File: src/rtl/scan_sequencer_pkg.sv
// Shared definitions for the scan sequencer: FSM state encodings and code-range helper.
package scan_sequencer_pkg;

   typedef enum logic {
      ST_IDLE = 1'b0,
      ST_RUN  = 1'b1
   } state_t;

   // Highest code reachable on an addr bus of the given width.
   function automatic int addr_max(input int addr_w);
      return (1 << addr_w) - 1;
   endfunction

endpackage

File: src/rtl/scan_dwell_timer.sv
// Loadable dwell counter: counts up to limit, then holds and flags expire.
// Latency: expire is a compare on the registered count (same cycle as count).
// Backpressure: none; en gates counting, clr has priority over en.
module scan_dwell_timer #(
   parameter int DWELL_W = 8
) (
   input  logic               clk,
   input  logic               rst,
   input  logic               clr,
   input  logic               en,
   input  logic [DWELL_W-1:0] limit,
   output logic               expire
);

   logic [DWELL_W-1:0] cnt;

   always_ff @(posedge clk) begin
      if (rst) begin
         cnt <= '0;
      end else if (clr) begin
         cnt <= '0;
      end else if (en && (cnt < limit)) begin
         cnt <= cnt + 1'b1;
      end
   end

   assign expire = (cnt == limit);

endmodule

File: src/rtl/scan_sequencer.sv
// Steps addr through every code with a programmable dwell; single-pass or looping, up or down.
// Latency: start sampled at edge N puts the first code on addr after edge N; all outputs registered.
// Backpressure: none; stop aborts a run next cycle and overrides end-of-pass handling.
module scan_sequencer
   import scan_sequencer_pkg::*;
#(
   parameter int ADDR_W  = 3,
   parameter int DWELL_W = 8
) (
   input  logic               clk,
   input  logic               rst,
   input  logic               start,
   input  logic               stop,
   input  logic               mode_loop,
   input  logic               dir_down,
   input  logic [DWELL_W-1:0] dwell,
   output logic [ADDR_W-1:0]  addr,
   output logic               addr_valid,
   output logic               step,
   output logic               busy,
   output logic               done
);

   localparam logic [ADDR_W-1:0] ADDR_MAX = ADDR_W'(addr_max(ADDR_W));

   state_t             state;
   state_t             state_nxt;
   logic [ADDR_W-1:0]  addr_nxt;
   logic               step_nxt;
   logic               done_nxt;
   logic               latch;
   logic               tmr_clr;
   logic               tmr_en;
   logic               expire;
   logic               terminal;
   logic [DWELL_W-1:0] dwell_q;
   logic               dir_q;
   logic               loop_q;

   scan_dwell_timer #(
      .DWELL_W (DWELL_W)
   ) u_dwell_timer (
      .clk    (clk),
      .rst    (rst),
      .clr    (tmr_clr),
      .en     (tmr_en),
      .limit  (dwell_q),
      .expire (expire)
   );

   assign terminal = dir_q ? (addr == '0) : (addr == ADDR_MAX);

   always_ff @(posedge clk) begin
      if (rst) begin
         state <= ST_IDLE;
      end else begin
         state <= state_nxt;
      end
   end

   always_comb begin
      state_nxt = state;
      addr_nxt  = addr;
      step_nxt  = 1'b0;
      done_nxt  = 1'b0;
      latch     = 1'b0;
      tmr_clr   = 1'b0;
      tmr_en    = 1'b0;
      case (state)
         ST_IDLE: begin
            if (start && !stop) begin
               state_nxt = ST_RUN;
               addr_nxt  = dir_down ? ADDR_MAX : '0;
               step_nxt  = 1'b1;
               latch     = 1'b1;
               tmr_clr   = 1'b1;
            end
         end
         ST_RUN: begin
            // stop wins over terminal handling so an aborted pass never reports done
            if (stop) begin
               state_nxt = ST_IDLE;
            end else if (!expire) begin
               tmr_en = 1'b1;
            end else if (!terminal) begin
               addr_nxt = dir_q ? (addr - 1'b1) : (addr + 1'b1);
               step_nxt = 1'b1;
               tmr_clr  = 1'b1;
            end else if (loop_q) begin
               addr_nxt = dir_q ? ADDR_MAX : '0;
               step_nxt = 1'b1;
               tmr_clr  = 1'b1;
            end else begin
               state_nxt = ST_IDLE;
               done_nxt  = 1'b1;
            end
         end
         default: begin
            state_nxt = ST_IDLE;
         end
      endcase
   end

   always_ff @(posedge clk) begin
      if (rst) begin
         addr       <= '0;
         addr_valid <= 1'b0;
         busy       <= 1'b0;
         step       <= 1'b0;
         done       <= 1'b0;
         dwell_q    <= '0;
         dir_q      <= 1'b0;
         loop_q     <= 1'b0;
      end else begin
         addr       <= addr_nxt;
         addr_valid <= (state_nxt == ST_RUN);
         busy       <= (state_nxt == ST_RUN);
         step       <= step_nxt;
         done       <= done_nxt;
         if (latch) begin
            dwell_q <= dwell;
            dir_q   <= dir_down;
            loop_q  <= mode_loop;
         end
      end
   end

endmodule

File: config.mk
export PLATFORM = sky130hd
export DESIGN_NAME = scan_sequencer
export DESIGN_NICKNAME = d
export VERILOG_FILES = /design/src/rtl/scan_sequencer_pkg.sv /design/src/rtl/scan_dwell_timer.sv /design/src/rtl/scan_sequencer.sv
export SDC_FILE = /design/constraint.sdc
export NUM_CORES = 1
export LEC_CHECK = 0
export BUFFER_PORTS_ARGS = -buffer_cell sky130_fd_sc_hd__buf_2
export CORE_ASPECT_RATIO = 1.4
export CORE_UTILIZATION = 45
export DETAILED_ROUTE_END_ITERATION = 12
export PLACE_DENSITY = 0.66
export SYNTH_ARGS = -nofsm -noshare
export SYNTH_HDL_FRONTEND = slang
export SYNTH_SLANG_ARGS = --single-unit
File: constraint.sdc
create_clock -name clk -period 3.15 [get_ports clk]
set_clock_uncertainty 0.1 [all_clocks]
set_input_delay 0.63 -clock clk [delete_from_list [all_inputs] [get_ports clk]]
set_output_delay 0.63 -clock clk [all_outputs]
set_load 0.005 [all_outputs]
Word level (Yosys, flattened, before mapping)
Index checks and enable logic that the tools add are counted.
{"block": "word_totals", "wordCells": 52, "out_inout_bits": 7, "inputBits": 14, "ff_bits": 24}
{"block": "classes", "reduce_logical": 7, "n_bitwise": 3, "n_lt_le_gt_ge": 1, "eq_ne": 6, "n_mux": 24, "n_addsub": 3}
{"op": "3-bit two-way mux", "n": 8}
{"op": "1-bit two-way mux", "n": 13}
{"op": "8-bit by 1-bit adder with 8-bit output (second input constant)", "n": 1}
{"op": "8-bit == test", "n": 1}
{"op": "8-bit < comparator", "n": 1}
{"op": "3-bit one-hot mux with 2 select lines", "n": 1}
{"op": "5-bit OR reduction", "n": 1}
{"op": "2-bit inequality test (second input constant)", "n": 2}
{"op": "1-bit one-hot mux with 2 select lines", "n": 2}
{"op": "4-bit AND reduction", "n": 1}
{"op": "3-bit by 1-bit adder with 3-bit output (second input constant)", "n": 1}
{"op": "3-bit == test (second input constant)", "n": 1}
{"op": "3-bit logical NOT", "n": 1}
{"op": "3-bit by 2-bit inequality test with 1-bit output (second input constant)", "n": 1}
{"op": "1-bit inverter", "n": 3}
{"op": "3-bit by 1-bit subtractor with 3-bit output (second input constant)", "n": 1}
{"op": "1-bit logical AND", "n": 2}
{"op": "2-bit by 1-bit inequality test with 1-bit output (second input constant)", "n": 1}
{"op": "2-bit OR reduction", "n": 1}
{"op": "1-bit logical NOT", "n": 1}

Depth between registers and ports, before layout
Gate-level depths: netlist of the first run.
{"block": "depth", "ltp_word": 7, "depth_mapped": 7, "mapped_depth_nobuf": 7}

By module
From an unflattened synthesis of the first run, not the netlist that was laid out.
{"block": "unflattened", "hier_cells": 168, "hier_area_um2": 1393.8}
{"mod": "scan_sequencer", "cells_per_inst": 93, "seq_area_each_um2": 320.3, "area_each_um2": 777.0, "instances": 1}
{"mod": "scan_dwell_timer", "cells_per_inst": 75, "seq_area_each_um2": 160.2, "area_each_um2": 616.8, "instances": 1}

Worst setup path after synthesis of the first run
No wires, ideal clock.
{"block": "synth_path", "kind": "reg-to-reg", "start": "reg u_dwell_timer.cnt[0]", "end": "reg u_dwell_timer.cnt[5]", "t_required_ns": 2.979, "stages_incl_launch_ff": 8, "arrival_time_ns": 1.940, "synth_period_minus_slack_ns": 2.111, "setup_slack_ns": 1.039, "path_buffers": 0, "setup_ns": 0.071, "cell_sequence": "dfxtp_1 > inv_1 > ha_1 > nand2b_4 > a2111oi_4 > o2111ai_2 > or3_1 > a21oi_1"}
{"block": "synth_via", "elab_chain_cells": 5, "elab_cells_between_ends": 11, "classes_between": "add/sub: 1; order compare: 1; eq/ne: 1; mux: 6; reduce/logical: 2"}
{"element": "start: declaration", "line_no": "scan_dwell_timer.sv:15", "rtl": "logic [DWELL_W-1:0] cnt;"}
{"element": "start signal: assignment", "line_no": "scan_dwell_timer.sv:23", "rtl": "cnt <= cnt + 1'b1;"}
{"element": "8-bit == test", "line_no": "scan_dwell_timer.sv:27", "rtl": "assign expire = (cnt == limit);"}
{"element": "1-bit two-way mux", "line_no": "scan_sequencer.sv:83", "rtl": "end else if (!expire) begin"}
{"element": "1-bit two-way mux", "line_no": "scan_sequencer.sv:81", "rtl": "if (stop) begin"}
{"element": "1-bit one-hot mux with 2 select lines / 1-bit two-way mux (equally long branches)", "line_no": "scan_sequencer.sv:69", "rtl": "case (state)"}
{"element": "2-bit OR reduction (no line) / 1-bit logical AND (equally long branches)"}
Several ways; a longest one is shown, not always the timed one.
A chain may end at the register's enable or synchronous reset.

Worst setup path in the final report of the first run
{"block": "layout_path", "start": "reg u_dwell_timer.cnt[0]", "end": "reg u_dwell_timer.cnt[4]"}
The elaborated chain is that of the path after synthesis.

==> flow_metrics.tcl, run 1 <==
set metrics [dict create \
    die_height_um 66.0 \
    final_util_pct 54.0 \
    yosys.area.top_type_share_pct 36.5 \
    ys_async_sr_fraction_pct 0 \
    synth_seq_area_share_pct 36.5 \
    synth_area_leaders "dfxtp_1, ha_1, nand2_1, a21oi_1, inv_1" \
    ys_types 42 \
    drtIter0Drc 33 \
    vias 1157 \
    cp-start-kind "register" \
    timing.setup.tns_ps 0 \
    power_density_nw_per_um2 361 \
    final_cell_mix "nand2_1, dfxtp_1, buf_2" \
    cts_tree "done" \
    synth-main-ff-cell "dfxtp_1" \
    root_buffer "clkbuf_4" \
    grt_overflow 0 \
    postSynthAreaPerCell_sq_um 8.29 \
    path_max_fanout 5 \
    seqCellArea_sq_um 480 \
    critical_path_class "reg -> reg" \
    syn-num-nets 183 \
    status "completed" \
    hold_buffers 0 \
    r2r_start "u_dwell_timer.cnt[0]$_SDFFE_PP0P_" \
    cts.reportedPaths.clkPinSlew_ps 120 \
    finalNetCount 201 \
    finalHoldViolations 0 \
    netlist_instances 159 \
    numCtsBuffers 3 \
    rr_endpoint "u_dwell_timer.cnt[4]$_SDFFE_PP0P_" \
    dp_hpwl_mm 2.05 \
    whs_ps 362 \
    chipWidth_um 47.7 \
    max-slew-margin-rel_pct 71.4 \
    cts_resized 0 \
    cts.sinks 24 \
    clockBufferDepth 2 \
    cap_violations 0 \
    rsz0062_at_grt "no" \
    worstSetupStartpoint "u_dwell_timer.cnt[0]$_SDFFE_PP0P_" \
    wl_per_cell_um 12.3 \
    fin_ws_ps 833 \
    numPlacedInstances 208 \
    grt_pass1_vias 1126 \
    die_area_sq_um 3150 \
    io_buffers 20 \
    final_cell_area_sq_um 1460 \
    yosys.area.top_type "dfxtp_1" \
    dpl_cell_area_sq_um 1440 \
    synth_warnings 0 \
    rows 22 \
    start_util_pct 48.8 \
    crit_end "u_dwell_timer.cnt[4]$_SDFFE_PP0P_" \
    topRoutingLayerUsed "met4" \
    period_share_pct 73.5 \
    viasPerCell 5.48 \
    io_pins 21 \
    worstMarginPinSlew_ps 424 \
    route.met3.wl_um 61 \
    worst_setup_path_end_kind "register" \
    fin_crit_ps 2320 \
    setup_viol 0 \
    cp.required_ps 3300 \
    reg2reg_setup_slack_ps 830 \
    instances_no_fill 211 \
    place.gp.congestion 0.909 \
    antenna_found_initial 0 \
    layout-drive-gt1-share_pct 16.6 \
    grt_pass1_wl_mm 4.51 \
    antenna_cells 0 \
    insertion_delay_ps 310 \
    synth_seq_cells 24 \
    synth-edff-count 0 \
    met2_length_mm 1.39 \
    mostFrequentLayoutCell "nand2_1" \
    fmax_mhz 432 \
    cts_max_level 1 \
    synth_area_sq_um 1320 \
    multiInputGateArea_sq_um 757 \
    p_total_mw 0.526 \
    fillers 279 \
    grt_max_degree 18 \
    finalMaxSlewViolations 0 \
    postCtsSetupBuffers 0 \
    core_sq_um 2700 \
    reg2regPathDepth 7 \
    cp.arrival_ps 2460 \
    grt_usage_pct 19.9 \
    p_leak_nw 0.563 \
    drtPass1Iterations 4 \
    drcViolationCount 0 \
    peakVddDrop_v 0.000261 \
    wirelength_mm 2.60 \
    areaGrowthSynthToFinish_pct 10.6 \
    dp_slack_ps 867 \
    ant_nets 0 \
    hp-class "reg -> reg" \
    wl_met1_mm 1.09 \
]
## area by class of cell
cell class / instances / share of cell area, %
clock buffers: 3 / 1.55
flip-flops and latches: 24 / 33.0
well taps: 36 / 3.09
repair buffers: 21 / 7.38
multi-input cells: 115 / 51.9
inverters: 12 / 3.09
## metal layers
layer,track usage [%],vias up
li1,-,588
met1,21.5,543
met3,2.46,6
met4,9.72,0
met2,35.6,20
met5,0,-
## cell families (layout without fill, tap and decap cells)
| group | count (synthesis) | count (layout) | synth area share (%) |
|---|---|---|---|
| multiplexers | 1 | 1 | 0.760 |
| AO/OA/AOI/OAI | 42 | 42 | 21.7 |
| adder cells (fa/ha/maj) | 10 | 10 | 10.1 |
| AND/OR/NAND/NOR | 58 | 58 | 22.2 |
| XOR/XNOR | 4 | 4 | 2.66 |
| flip-flops | 24 | 24 | 36.5 |
| buffers and inverters | 20 | 36 | 6.08 |
## worst min path at each step
stage,cells past startpoint,endpoint,startpoint,slack [ps]
after floorplan,2,dwell_q[1]$_SDFFE_PP0P_,dwell_q[1]$_SDFFE_PP0P_,340
after global placement,2,dwell_q[2]$_SDFFE_PP0P_,dwell_q[2]$_SDFFE_PP0P_,350
after detailed placement,2,dwell_q[3]$_SDFFE_PP0P_,dwell_q[3]$_SDFFE_PP0P_,350
after CTS,2,dwell_q[3]$_SDFFE_PP0P_,dwell_q[3]$_SDFFE_PP0P_,370
after global routing,2,dwell_q[3]$_SDFFE_PP0P_,dwell_q[3]$_SDFFE_PP0P_,390
final,2,dwell_q[3]$_SDFFE_PP0P_,dwell_q[3]$_SDFFE_PP0P_,360
## worst max-delay path, stage by stage, from the launching register on
cell and delay [ps]:
dfxtp_1 410, inv_1 100, ha_1 300, nand2b_4 150, a2111oi_4 450, o21ai_1 230
or3_1 380, a21oi_1 140
## synthesized netlist by cell type (3+ instances only)
cell type,n
ha_1,9
dfxtp_1,24
nand2_1,27
nor3b_1,4
a21oi_1,17
inv_1,12
nand4_1,3
nor2_1,8
o211ai_1,4
o21ai_0,7
xor2_1,3
clkbuf_1,5
or3_1,4
## power breakdown
group / internal [mW] / switching [mW]
Combinational: 0.0326 / 0.0425
Clock: 0.0446 / 0.0830
Sequential: 0.313 / 0.00960
Total: 0.391 / 0.135
## state kept, by name, indices dropped and copies added, names as in the netlist
register / cells
step: 1
busy: 1
dwell_q: 8
addr: 3
dir_q: 1
loop_q: 1
done: 1
u_dwell_timer.cnt: 8
No activity file was read; power rests on OpenSTA's default activity.
==> inputs of run 2 (changes only) <==
- ABC_AREA: unset -> 1
- PLACE_DENSITY: 0.66 -> 0.65
- clock period: 3.15 -> 2.19 ns (I/O delays scaled with it)
==> flow_metrics.tcl, run 2 <==
set metrics [dict create \
    core_sq_um 2960 \
    antenna_cells 0 \
    cp-start-kind "register" \
    io_buffers 20 \
    path_max_fanout 9 \
    syn-num-nets 224 \
    areaGrowthSynthToFinish_pct 12.4 \
    power_density_nw_per_um2 587 \
    grtUsageMet1_pct 23.3 \
    holdPathStages 2 \
    grt_most_used_layer "met2" \
    cts.reportedPaths.clkPinSlew_ps 90 \
    synth_warnings 0 \
    hp-class "in -> reg" \
    cts_resized 0 \
    reg2reg_setup_slack_ps 460 \
    viasPerCell 5.10 \
    cts_tree "done" \
    finalNetCount 246 \
    start_util_pct 48.5 \
    critical_path_class "reg -> reg" \
    ys_async_sr_fraction_pct 0 \
    rr_endpoint "u_dwell_timer.cnt[3]$_SDFFE_PP0P_" \
    die_height_um 68.9 \
    worstPathCellList "ha_1 > nand2_1 > nor2_4 > nand2_1 > nand2_4 > nor2_8 > nand2_4 > nand2_1 > a21oi_1" \
    netlist_instances 200 \
    biggestRegsByFlops "dwell_q (8), u_dwell_timer.cnt (8), addr (3)" \
    period_share_pct 78.9 \
    clockBufferDepth 2 \
    synthAdderAreaFrac_pct 9.23 \
    cts.sinks 24 \
    postSynthAreaPerCell_sq_um 7.19 \
    reg2regPathDepth 9 \
    yosys.area.top_type_share_pct 33.4 \
    r2r_start "u_dwell_timer.cnt[5]$_SDFFE_PP0P_" \
    mostFrequentLayoutCell "nand2_1" \
    synth-main-ff-cell "dfxtp_1" \
    grt_usage_pct 19.8 \
    synth_compound_area_share_pct 11.7 \
    hp-start "rst" \
    peakVddDrop_v 0.000413 \
    use_met3_pct 2.19 \
    drtPass1Iterations 4 \
    setup_viol 0 \
    cts_max_level 1 \
    final_cell_mix "nand2_1, inv_1, dfxtp_1" \
    cpMostUsedCell "nand2_1" \
    fillers 301 \
    io_pins 21 \
    met2_usage_pct 37.3 \
    insertion_delay_ps 260 \
    root_buffer "clkbuf_8" \
    synth_seq_cells 24 \
    multiInputGateArea_sq_um 810 \
    crit_slowest_cell "dfxtp_1" \
    cap_violations 0 \
    worst_setup_path_end_kind "register" \
    grt_pass1_wl_mm 5.29 \
    dp_hpwl_mm 2.41 \
    timing.setup.tns_ps 0 \
    path_delay_family "simple AND/OR/NAND/NOR gates" \
    rows 23 \
    grt_overflow 0 \
    drtIter0Drc 31 \
    status "completed" \
    synth-xor-area-share_pct 1.83 \
    rsz0062_at_grt "no" \
    synth_seq_area_share_pct 33.4 \
    drcViolationCount 0 \
    critPathBufInv 0 \
    finalHoldViolations 0 \
    p_total_mw 0.949 \
    layout-drive-gt1-share_pct 19.5 \
    die_area_sq_um 3430 \
    synth_area_leaders "dfxtp_1, nand2_1, ha_1, inv_1, a21oi_1" \
    synth_simple_gate_area_share_pct 33.6 \
    finalMaxSlewViolations 0 \
    seqCellArea_sq_um 480 \
    synthTopCellsByCount "nand2_1, inv_1, dfxtp_1" \
    yosys.area.top_type "dfxtp_1" \
    p_leak_nw 0.803 \
    synth-edff-count 0 \
    whs_ps 287 \
    chipWidth_um 49.8 \
    cp.arrival_ps 1790 \
    grt_pass1_vias 1230 \
    max-slew-margin-rel_pct 72.4 \
    synth_area_sq_um 1440 \
    antenna_found_initial 0 \
    ys_types 27 \
    vias 1315 \
    place.gp.congestion 0.858 \
    whs_endpoint "step$_SDFF_PP0_" \
    cp.required_ps 2250 \
    cp_slowest_stage_delay_ps 450 \
    hold_buffers 0 \
    wl_per_cell_um 11.9 \
    fmax_mhz 579 \
    post_synth_mux_area_share_pct 0 \
    synth_top_family_by_area "simple AND/OR/NAND/NOR gates" \
    ant_nets 0 \
    grt_max_degree 20 \
    postCtsSetupBuffers 0 \
    fin_crit_ps 1730 \
    worstMarginPinSlew_ps 414 \
    yosysMostFrequentCell "nand2_1" \
    wirelength_mm 3.07 \
    numCtsBuffers 3 \
]
[run 2: cell types whose count changed after synthesis, moves of 3 or more]
cell,before,now
inv_2,0,4
nor3b_1,4,0
inv_1,12,27
nand2_2,1,4
nand2_4,0,3
o211ai_1,4,0
o21ai_0,7,12
clkbuf_1,5,0
or3_1,4,0
nand3_1,1,18
nand2_1,27,54
[run 2: logic make-up after synthesis]
logic type               after synthesis
AO/OA/AOI/OAI                         33
flip-flops                            24
XOR/XNOR                               3
adder cells (fa/ha/maj)               10
AND/OR/NAND/NOR                       95
buffers and inverters                 35
[run 2: area by class of cell]
type	instances	share of cell area [%]
multi-input combinational	141	50.1
sequential	24	29.7
inverter	31	7.20
timing repair buffer	21	6.66
clock buffer	4	3.41
tap	37	2.87
[run 2: worst max path at each step]
stage                                            from  cells past startpoint                                 to  slack [ps]
floorplan           u_dwell_timer.cnt[5]$_SDFFE_PP0P_                      9  u_dwell_timer.cnt[5]$_SDFFE_PP0P_         680
global placement    u_dwell_timer.cnt[5]$_SDFFE_PP0P_                      9  u_dwell_timer.cnt[2]$_SDFFE_PP0P_         500
detailed placement  u_dwell_timer.cnt[5]$_SDFFE_PP0P_                      9  u_dwell_timer.cnt[5]$_SDFFE_PP0P_         480
CTS                 u_dwell_timer.cnt[5]$_SDFFE_PP0P_                      9  u_dwell_timer.cnt[3]$_SDFFE_PP0P_         450
global route        u_dwell_timer.cnt[5]$_SDFFE_PP0P_                      9  u_dwell_timer.cnt[0]$_SDFFE_PP0P_         320
finish              u_dwell_timer.cnt[5]$_SDFFE_PP0P_                      9  u_dwell_timer.cnt[3]$_SDFFE_PP0P_         460
[run 2: routing by layer]
metal | vias up | wire (um)
li1 | 684 | -
met3 | 4 | 75
met1 | 604 | 1380
met5 | - | 0
met2 | 23 | 1580
met4 | 0 | 40
[run 2: report_power, final]
group          leakage, nW  switching [mW]  internal, mW  total, mW
Combinational        0.579           0.118        0.0629      0.181
Clock               0.0288           0.137         0.160      0.297
Sequential           0.196          0.0144         0.456      0.471
[run 2: worst reg2reg max path, delay by kind of cell (launching register included)]
kind	cells	cell delay, ps
AND/OR/NAND/NOR	7	740
AO/OA/AOI/OAI	1	60
adder cells (fa/ha/maj)	1	280
flip-flops	1	450
[run 2: through the flow]
stage | setup WS, ps | util [%] | instance area (sq um) | std cells
final | 462 | 54.5 | 1620 | 258
after floorplan | 680 | - | 1440 | 200
after detailed placement | 478 | 52.6 | 1560 | 254
after global routing | 318 | 54.5 | 1620 | 258
after global placement | 505 | 52.6 | 1560 | 254
after CTS | 448 | 54.5 | 1620 | 258
==> inputs of run 3 (changes only) <==
- clock period: 2.19 -> 1.8 ns (I/O delays scaled with it)
==> flow_metrics.tcl, run 3 (synthesis gave the netlist of run 2 again) <==
set metrics [dict create \
    grt_usage_pct 19.1 \
    drtIter0Drc 41 \
    finalNetCount 248 \
    wl_per_cell_um 11.5 \
    status "completed" \
    dpl_cell_area_sq_um 1580 \
    final_cell_area_sq_um 1630 \
    mostFrequentLayoutCell "nand2_1" \
    die_height_um 68.9 \
    start_util_pct 48.5 \
    grt_pass1_vias 1195 \
    rsz0062_at_grt "no" \
    cts_tree "done" \
    cap_violations 0 \
    grt_pass1_wl_mm 4.99 \
    period_share_pct 93.8 \
    place.gp.congestion 0.791 \
    worst_setup_path_end_kind "register" \
    io_buffers 20 \
    hp-class "in -> reg" \
    dp_slack_ps 108 \
    root_buffer "clkbuf_8" \
    dp_hpwl_mm 2.34 \
    power_density_nw_per_um2 709 \
    clockBufferDepth 2 \
    max-slew-margin-rel_pct 71.8 \
    areaGrowthSynthToFinish_pct 13.6 \
    vias 1314 \
    numCtsBuffers 3 \
    insertion_delay_ps 270 \
    cts_max_level 1 \
    whs_ps 195 \
    antenna_cells 0 \
    p_leak_nw 0.814 \
    biggestRegsByFlops "dwell_q (8), u_dwell_timer.cnt (8), addr (3)" \
    postCtsSetupBuffers 0 \
    io_pins 21 \
    core_sq_um 2960 \
    hold_buffers 0 \
    setup_viol 0 \
    layout-drive-gt1-share_pct 20.6 \
    holdPathStages 2 \
    final_cell_mix "nand2_1, inv_1, dfxtp_1" \
    timing.setup.tns_ps 0 \
    grt_overflow 0 \
    path_max_fanout 9 \
    wirelength_mm 3.00 \
    cts_resized 0 \
    fin_ws_ps 111 \
    ant_nets 0 \
    rows 23 \
    drtPass1Iterations 4 \
    cp.arrival_ps 1750 \
    chipWidth_um 49.8 \
    fin_crit_ps 1690 \
    cts.reportedPaths.clkPinSlew_ps 80 \
    peakVddDrop_v 0.000457 \
    antenna_found_initial 0 \
    fmax_mhz 592 \
    worstMarginPinSlew_ps 423 \
    grt_max_degree 20 \
    critical_path_class "reg -> reg" \
    finalHoldViolations 0 \
    cts.sinks 24 \
    p_total_mw 1.16 \
    cp-start-kind "register" \
    finalMaxSlewViolations 0 \
    drcViolationCount 0 \
    die_area_sq_um 3430 \
    viasPerCell 5.05 \
    cp.required_ps 1860 \
    reg2regPathDepth 10 \
]
[run 3: cell types whose count changed in the layout (fill, tap and decap cells not counted), sizes merged]
cell | before | now
buf | 21 | 23
[run 3: stage by stage]
| stage | utilization (%) | std cells |
|---|---|---|
| 6_report | 55.1 | 260 |
| 5_1_grt | 55.1 | 260 |
| 4_1_cts | 55.0 | 260 |
| 3_5_place_dp | 53.1 | 256 |
| 3_3_place_gp | 53.1 | 256 |
| 2_1_floorplan | - | 200 |
[run 3: report_power, final]
| group | internal (mW) | leakage, nW | switching [mW] |
|---|---|---|---|
| Combinational | 0.0766 | 0.590 | 0.141 |
| Sequential | 0.555 | 0.196 | 0.0177 |
| Clock | 0.195 | 0.0288 | 0.172 |
| Total | 0.827 | 0.814 | 0.330 |
[run 3: routing by layer]
metal	vias up	GRT usage, %	wire [um]
met5	-	0	0
met4	0	9.29	39
met3	4	2.19	86
met2	30	36.5	1580
met1	594	20.7	1290
li1	686	-	-
[run 3: critical path: stages (launching register included)]
cell	delay (ps)
dfxtp_1	390
inv_1	90
ha_1	270
nand2_1	90
nor2_2	50
nand2_1	130
nand2_4	80
nor2_8	160
nand2_4	100
nand2_1	70
a21oi_1	60
[run 3: worst paths after layout]
check | startpoint | to | slack [ps]
setup reg to reg | u_dwell_timer.cnt[0]$_SDFFE_PP0P_ | u_dwell_timer.cnt[6]$_SDFFE_PP0P_ | 110
setup / recovery | u_dwell_timer.cnt[0]$_SDFFE_PP0P_ | u_dwell_timer.cnt[6]$_SDFFE_PP0P_ | 110
hold reg to reg | loop_q$_SDFFE_PP0P_ | done$_SDFF_PP0_ | 340
hold / removal | rst | step$_SDFF_PP0_ | 190
[run 3: final cells by class]
class,count,area [sq um]
fill,298,1330
timing repair buffer,23,123
clock buffer,4,55.1
tap,37,46.3
sequential,24,480
inverter,31,116
multi-input combinational,141,812
